[config.mk]
export PLATFORM = sky130hd
export DESIGN_NAME = mod_exp_sequencer
export DESIGN_NICKNAME = d
export VERILOG_FILES = /design/src/rtl/mod_exp_pkg.sv /design/src/rtl/mod_exp_sequencer.sv
export SDC_FILE = /design/constraint.sdc
export NUM_CORES = 1
export LEC_CHECK = 0
export CORE_MARGIN = 3
export CORE_UTILIZATION = 65
export DETAILED_ROUTE_END_ITERATION = 16
export DONT_BUFFER_PORTS = 1
export PLACE_DENSITY_LB_ADDON = 0.15
export SETUP_SLACK_MARGIN = 0.1
export SYNTH_ARGS = -nofsm -noshare
export SYNTH_HDL_FRONTEND = slang
export SYNTH_SLANG_ARGS = --single-unit
[constraint.sdc]
create_clock -name clk_in -period 7.7 [get_ports clk_in]
set_input_delay 1.54 -clock clk_in [delete_from_list [all_inputs] [get_ports clk_in]]
set_output_delay 1.54 -clock clk_in [all_outputs]
set_load 0.1 [all_outputs]
[src/rtl/mod_exp_pkg.sv]
// Shared types for the modular-exponentiation sequencer: FSM states and the
// kind of product currently handed to the external reducer.
package mod_exp_pkg;

    typedef enum logic [1:0] {
        IDLE,
        ISSUE,
        WAIT,
        DONE
    } state_t;

    typedef enum logic [1:0] {
        OP_BASE,
        OP_SQR,
        OP_MUL
    } op_t;

endpackage

[src/rtl/mod_exp_sequencer.sv]
// Left-to-right square-and-multiply sequencer: forms 2*WIDTH-bit products and
// hands each one to an external modular reducer over the red_* handshake.
module mod_exp_sequencer
    import mod_exp_pkg::*;
#(
    parameter int WIDTH     = 16,
    parameter int EXP_WIDTH = 16
) (
    input  logic                   clk_in,
    input  logic                   rst_in,
    input  logic                   ready_in,
    input  logic [WIDTH-1:0]       base_in,
    input  logic [EXP_WIDTH-1:0]   exponent_in,
    input  logic [WIDTH-1:0]       modulus_in,
    output logic [WIDTH-1:0]       value_out,
    output logic                   busy_out,
    output logic                   valid_out,
    output logic                   red_ready_out,
    output logic [2*WIDTH-1:0]     red_value_out,
    output logic [WIDTH-1:0]       red_modulus_out,
    input  logic [WIDTH-1:0]       red_value_in,
    input  logic                   red_busy_in,
    input  logic                   red_valid_in
);

    localparam int PW = 2 * WIDTH;
    localparam int IW = (EXP_WIDTH > 1) ? $clog2(EXP_WIDTH) : 1;
    localparam logic [IW-1:0] IDX_TOP = IW'(EXP_WIDTH - 1);

    state_t               state_q, state_d;
    op_t                  op_q, op_d;
    logic [IW-1:0]        idx_q, idx_d;
    logic [WIDTH-1:0]     base_q, base_d;
    logic [EXP_WIDTH-1:0] exp_q, exp_d;
    logic [WIDTH-1:0]     result_q, result_d;
    logic [WIDTH-1:0]     base_red_q, base_red_d;
    logic [WIDTH-1:0]     value_q, value_d;
    logic                 busy_q, busy_d;
    logic                 valid_q, valid_d;
    logic                 red_ready_q, red_ready_d;
    logic [PW-1:0]        red_value_q, red_value_d;
    logic [WIDTH-1:0]     red_mod_q, red_mod_d;
    logic [PW-1:0]        product;
    logic                 advance;

    always_ff @(posedge clk_in) begin
        if (!rst_in) begin
            state_q     <= IDLE;
            op_q        <= OP_BASE;
            idx_q       <= '0;
            base_q      <= '0;
            exp_q       <= '0;
            result_q    <= '0;
            base_red_q  <= '0;
            value_q     <= '0;
            busy_q      <= 1'b0;
            valid_q     <= 1'b0;
            red_ready_q <= 1'b0;
            red_value_q <= '0;
            red_mod_q   <= '0;
        end else begin
            state_q     <= state_d;
            op_q        <= op_d;
            idx_q       <= idx_d;
            base_q      <= base_d;
            exp_q       <= exp_d;
            result_q    <= result_d;
            base_red_q  <= base_red_d;
            value_q     <= value_d;
            busy_q      <= busy_d;
            valid_q     <= valid_d;
            red_ready_q <= red_ready_d;
            red_value_q <= red_value_d;
            red_mod_q   <= red_mod_d;
        end
    end

    // Full-width unsigned product; OP_BASE just zero-extends the base.
    always_comb begin
        product = PW'(base_q);
        case (op_q)
            OP_SQR:  product = PW'(result_q) * PW'(result_q);
            OP_MUL:  product = PW'(result_q) * PW'(base_red_q);
            default: product = PW'(base_q);
        endcase
    end

    always_comb begin
        state_d     = state_q;
        op_d        = op_q;
        idx_d       = idx_q;
        base_d      = base_q;
        exp_d       = exp_q;
        result_d    = result_q;
        base_red_d  = base_red_q;
        value_d     = value_q;
        busy_d      = busy_q;
        valid_d     = 1'b0;
        red_ready_d = 1'b0;
        red_value_d = red_value_q;
        red_mod_d   = red_mod_q;
        advance     = 1'b0;

        case (state_q)
            IDLE: begin
                if (ready_in) begin
                    base_d    = base_in;
                    exp_d     = exponent_in;
                    red_mod_d = modulus_in;
                    result_d  = WIDTH'(1);
                    idx_d     = IDX_TOP;
                    op_d      = OP_BASE;
                    busy_d    = 1'b1;
                    if (modulus_in == '0) begin
                        result_d = '0;
                        state_d  = DONE;
                    end else begin
                        state_d  = ISSUE;
                    end
                end
            end
            ISSUE: begin
                if (!red_busy_in) begin
                    red_value_d = product;
                    red_ready_d = 1'b1;
                    state_d     = WAIT;
                end
            end
            WAIT: begin
                if (red_valid_in) begin
                    if (op_q == OP_BASE) begin
                        base_red_d = red_value_in;
                        op_d       = OP_SQR;
                        state_d    = ISSUE;
                    end else begin
                        result_d = red_value_in;
                        if (op_q == OP_SQR && exp_q[idx_q]) begin
                            op_d    = OP_MUL;
                            state_d = ISSUE;
                        end else begin
                            advance = 1'b1;
                        end
                    end
                    // The current exponent bit is finished; move to the next lower one.
                    if (advance) begin
                        if (idx_q == '0) begin
                            state_d = DONE;
                        end else begin
                            idx_d   = idx_q - IW'(1);
                            op_d    = OP_SQR;
                            state_d = ISSUE;
                        end
                    end
                end
            end
            DONE: begin
                value_d = result_q;
                valid_d = 1'b1;
                busy_d  = 1'b0;
                state_d = IDLE;
            end
            default: state_d = IDLE;
        endcase
    end

    assign value_out       = value_q;
    assign busy_out        = busy_q;
    assign valid_out       = valid_q;
    assign red_ready_out   = red_ready_q;
    assign red_value_out   = red_value_q;
    assign red_modulus_out = red_mod_q;

endmodule

==> summary.txt <==
RR Startpoint: result_q[10]
peak supply drop: 0.172 mV
CP required: 8.03 ns
Via-to-Cell Ratio: 5.78
cell mode on critical path: fa_1
row cnt: 66
max frequency: 147 MHz
Crit Path Max Fanout: 14
Worst Hold Launch: exp_q[9]
Design Power: 1.88 mW
Critical Path End Type: flop
post-route ant nets: 0
WHS Endpoint: exp_q[9]
Die W: 189 um
H-tree levels: 4
Cells on Worst Hold Path: 2
worst reg2reg setup slack: 0.92 ns
core area: 0.0327 mm^2
Synth Instances: 2531
WL final: 57200 um
Yosys reg bits: 139
routed length per instance: 19.6 um
die area: 0.0356 mm^2
largest family of logic cells by synthesized area: adder cells
Register Area: 0.00278 mm^2
die span in y: 189 um
Crit-path slowest cell: dfxtp_1
GRT overflow: 0
Finish-stage setup viols: 0
Area Overhead vs Synth: 4.51%
synth top area cells: fa_1 33%, dfxtp_1 13%, ha_1 12%
shortest period the worst path allows: 6.78 ns
first-pass iteration count of the detailed router: 8
root buffer cell: clkbuf_16
RSZ-0062 raised after global routing: no
Final Hold Viols: 0
Syn Area/Cell: 8.58 um^2
Worst-path clk slew: 0.08 ns
nets: 3098
Worst R2R End: red_value_out[31]
# diodes: 0
global-route wire length before repair: 95000 um
Setup TNS Final: 0 ns
filler instances: 2673
Resized cells post-CTS: 0
area share of and/or/nand/nor cells after synthesis: 16.8%
Setup Buffers After CTS: 0
total track usage: 33.7%
Pwr Density: 82.7 mW/mm^2
initial core utilization: 66.4%
Yosys cell types: 72
Post-synth ARST share: 0%
syn_nets: 3168
Most used DFF post-synth: dfxtp_1
max cap viols: 0
Port Buffer Count: 0
area occupied by multi-input gates: 0.0166 mm^2
HP Class: flop to flop
sequential share of the synthesized area: 12.8%
CP Launch Type: flop
HPWL after DPL: 46200 um
Adder-Cell Fraction of Synth Area: 45.1%
Worst Path Arrival: 7.11 ns
Clock Latency Late Sink: 0.46 ns
pin count of the biggest net entering global routing: 129
cts-stage hold buffer count: 0
CTS tree: yes
# DRC: 0
crit-path max cell delay: 0.80 ns
mapped cell area: 0.0217 mm^2
Top Ports: 136
worst-path cell chain: buf_4 -> nand2_1 -> fa_1 -> fa_1 -> inv_1 -> fa_1 -> fa_1 -> fa_1 -> inv_1 -> fa_1 -> inv_1 -> ha_1 -> a21o_1 -> a21oi_1 -> nor2b_1 -> a311o_1 -> o211ai_2 -> a32oi_2 -> a221oi_2 -> xnor2_1 -> o221ai_1
P_leak: 11.6 nW
starting DRC count in detailed routing: 1434
Worst-Margin Slew: 1.11 ns
YS warnings: 0
skew final: 0.0172 ns
initial antenna violation count: 0
clk sinks: 139
worst path bufs/invs: 4
delay-heaviest family, CP: adder cells
complex-gate fraction of the synthesized area: 11.5%
buffer depth of the longest clock path: 2
max-slew violations: 0
vias in the first global route: 17800
area share of the largest cell type after synthesis: 32.8%
status: finished clean
relative slew slack: 25.7%
layout cells sized above 1: 3.84%
dominant cell type by area after synthesis: fa_1
mux cell area share after synthesis: 0.813%
clock buffer count from CTS: 17
crit path kind: flop to flop
period utilisation layout: 88.1%
Final GP Congestion: 0.985
Register-to-Register Path Depth: 21
EDFF count, synth: 0
via count: 16900
XOR/XNOR Fraction of Synth Area: 2.30%
## metrics by stage
stage                     worst slack, ns  utilization [%]  std cells  hold WS (ns)  area, um^2
after global routing                0.658             69.4       2916         0.491       22700
after CTS                           0.973             69.4       2916         0.465       22700
after floorplan                      1.29                -       2531         0.440       21700
after detailed placement             1.06             67.6       2884         0.456       22100
after global placement               1.08             67.6       2884         0.447       22100
final                               0.916             69.4       2916         0.463       22700
## metal layers
metal / wire (um) / vias to the layer above / track usage (%)
met5: 0 / - / 0
met4: 1570 / 0 / 9.14
met3: 4710 / 118 / 6.55
met2: 27300 / 689 / 55.4
met1: 23600 / 8338 / 46.2
li1: - / 7710 / -
## cell families (layout without fill, tap and decap cells)
family                   count (synthesis)  count (layout)
XOR/XNOR                                57              57
buffers and inverters                  619             562
flip-flops                             139             139
AO/OA/AOI/OAI                          349             349
multiplexers                            11              11
adder cells (fa/ha/maj)                568             568
AND/OR/NAND/NOR                        788             788
## where the power goes
| group | switching [mW] | leakage (nW) | internal, mW |
|---|---|---|---|
| Combinational | 0.103 | 10.2 | 0.0603 |
| Clock | 0.410 | 0.283 | 0.441 |
| Sequential | 0.112 | 1.13 | 0.750 |
| Total | 0.625 | 11.6 | 1.25 |
## worst register-to-register path: cells and delay by family (launching register included)
family / cells / cell delay (ns)
compound gates: 7 / 1.67
xor+xnor: 1 / 0.17
fa+ha+maj: 7 / 3.38
buf+inv: 4 / 0.47
flops: 1 / 0.80
simple gates: 2 / 0.16
## area by class of cell
| type | count | area share (%) |
|---|---|---|
| Multi-Input combinational cell | 1773 | 73.2 |
| Sequential cell | 139 | 12.3 |
| Inverter | 493 | 8.16 |
| Tap cell | 442 | 2.44 |
| Clock buffer | 18 | 1.94 |
| Timing Repair Buffer | 37 | 1.39 |
| Clock inverter | 14 | 0.651 |
## cell usage after synthesis (all sizes together), types with 19 or more instances
cell type and number:
xnor2 37, nor2 65, a21o 24, xor2 20, and2 165, ha 212, a21oi 55, o21a 21
fa 356, a22oi 19, a21boi 93, dfxtp 139, nand3 19, inv 492, o21ai 45, clkbuf 119
nand2 443, nor2b 27
## worst max path at each step
stage                  from           endpoint  cells after the start
2_1_floorplan  result_q[13]  red_value_out[23]                     22
3_3_place_gp   result_q[10]  red_value_out[23]                     21
3_5_place_dp    result_q[6]  red_value_out[31]                     22
4_1_cts        result_q[10]  red_value_out[31]                     21
5_1_grt         result_q[4]  red_value_out[31]                     21
6_report       result_q[10]  red_value_out[31]                     21
## sequential cells by signal, summed over array words and instances (netlist names)
| name | flops |
|---|---|
| base_q | 16 |
| base_red_q | 16 |
| busy_out | 1 |
| exp_q | 16 |
| idx_q | 4 |
| op_q | 2 |
| red_modulus_out | 16 |
| red_ready_out | 1 |
| red_value_out | 32 |
| result_q | 16 |
| state_q | 2 |
| valid_out | 1 |
| value_out | 16 |
## cell usage in the layout, fill, tap and decap left out, types with 7 or more instances in the layout
cell type and n:
o21ai_1 17, buf_4 34, xnor2_1 37, or3_1 7, nand2b_1 13, o21a_1 19
nand3_1 19, nand2_1 443, a21boi_0 78, a22oi_1 19, nor2_1 64, a21boi_1 15
and3_1 12, clkbuf_16 17, inv_1 492, dfxtp_1 139, o211ai_1 13, ha_1 212
nor3_1 11, xor2_1 20, fa_1 356, a221oi_1 8, nor2b_1 27, a31oi_1 8
a21oi_1 54, a21o_1 24, o21ai_0 28, and2_1 164
Power figures use the tool's default switching activity.
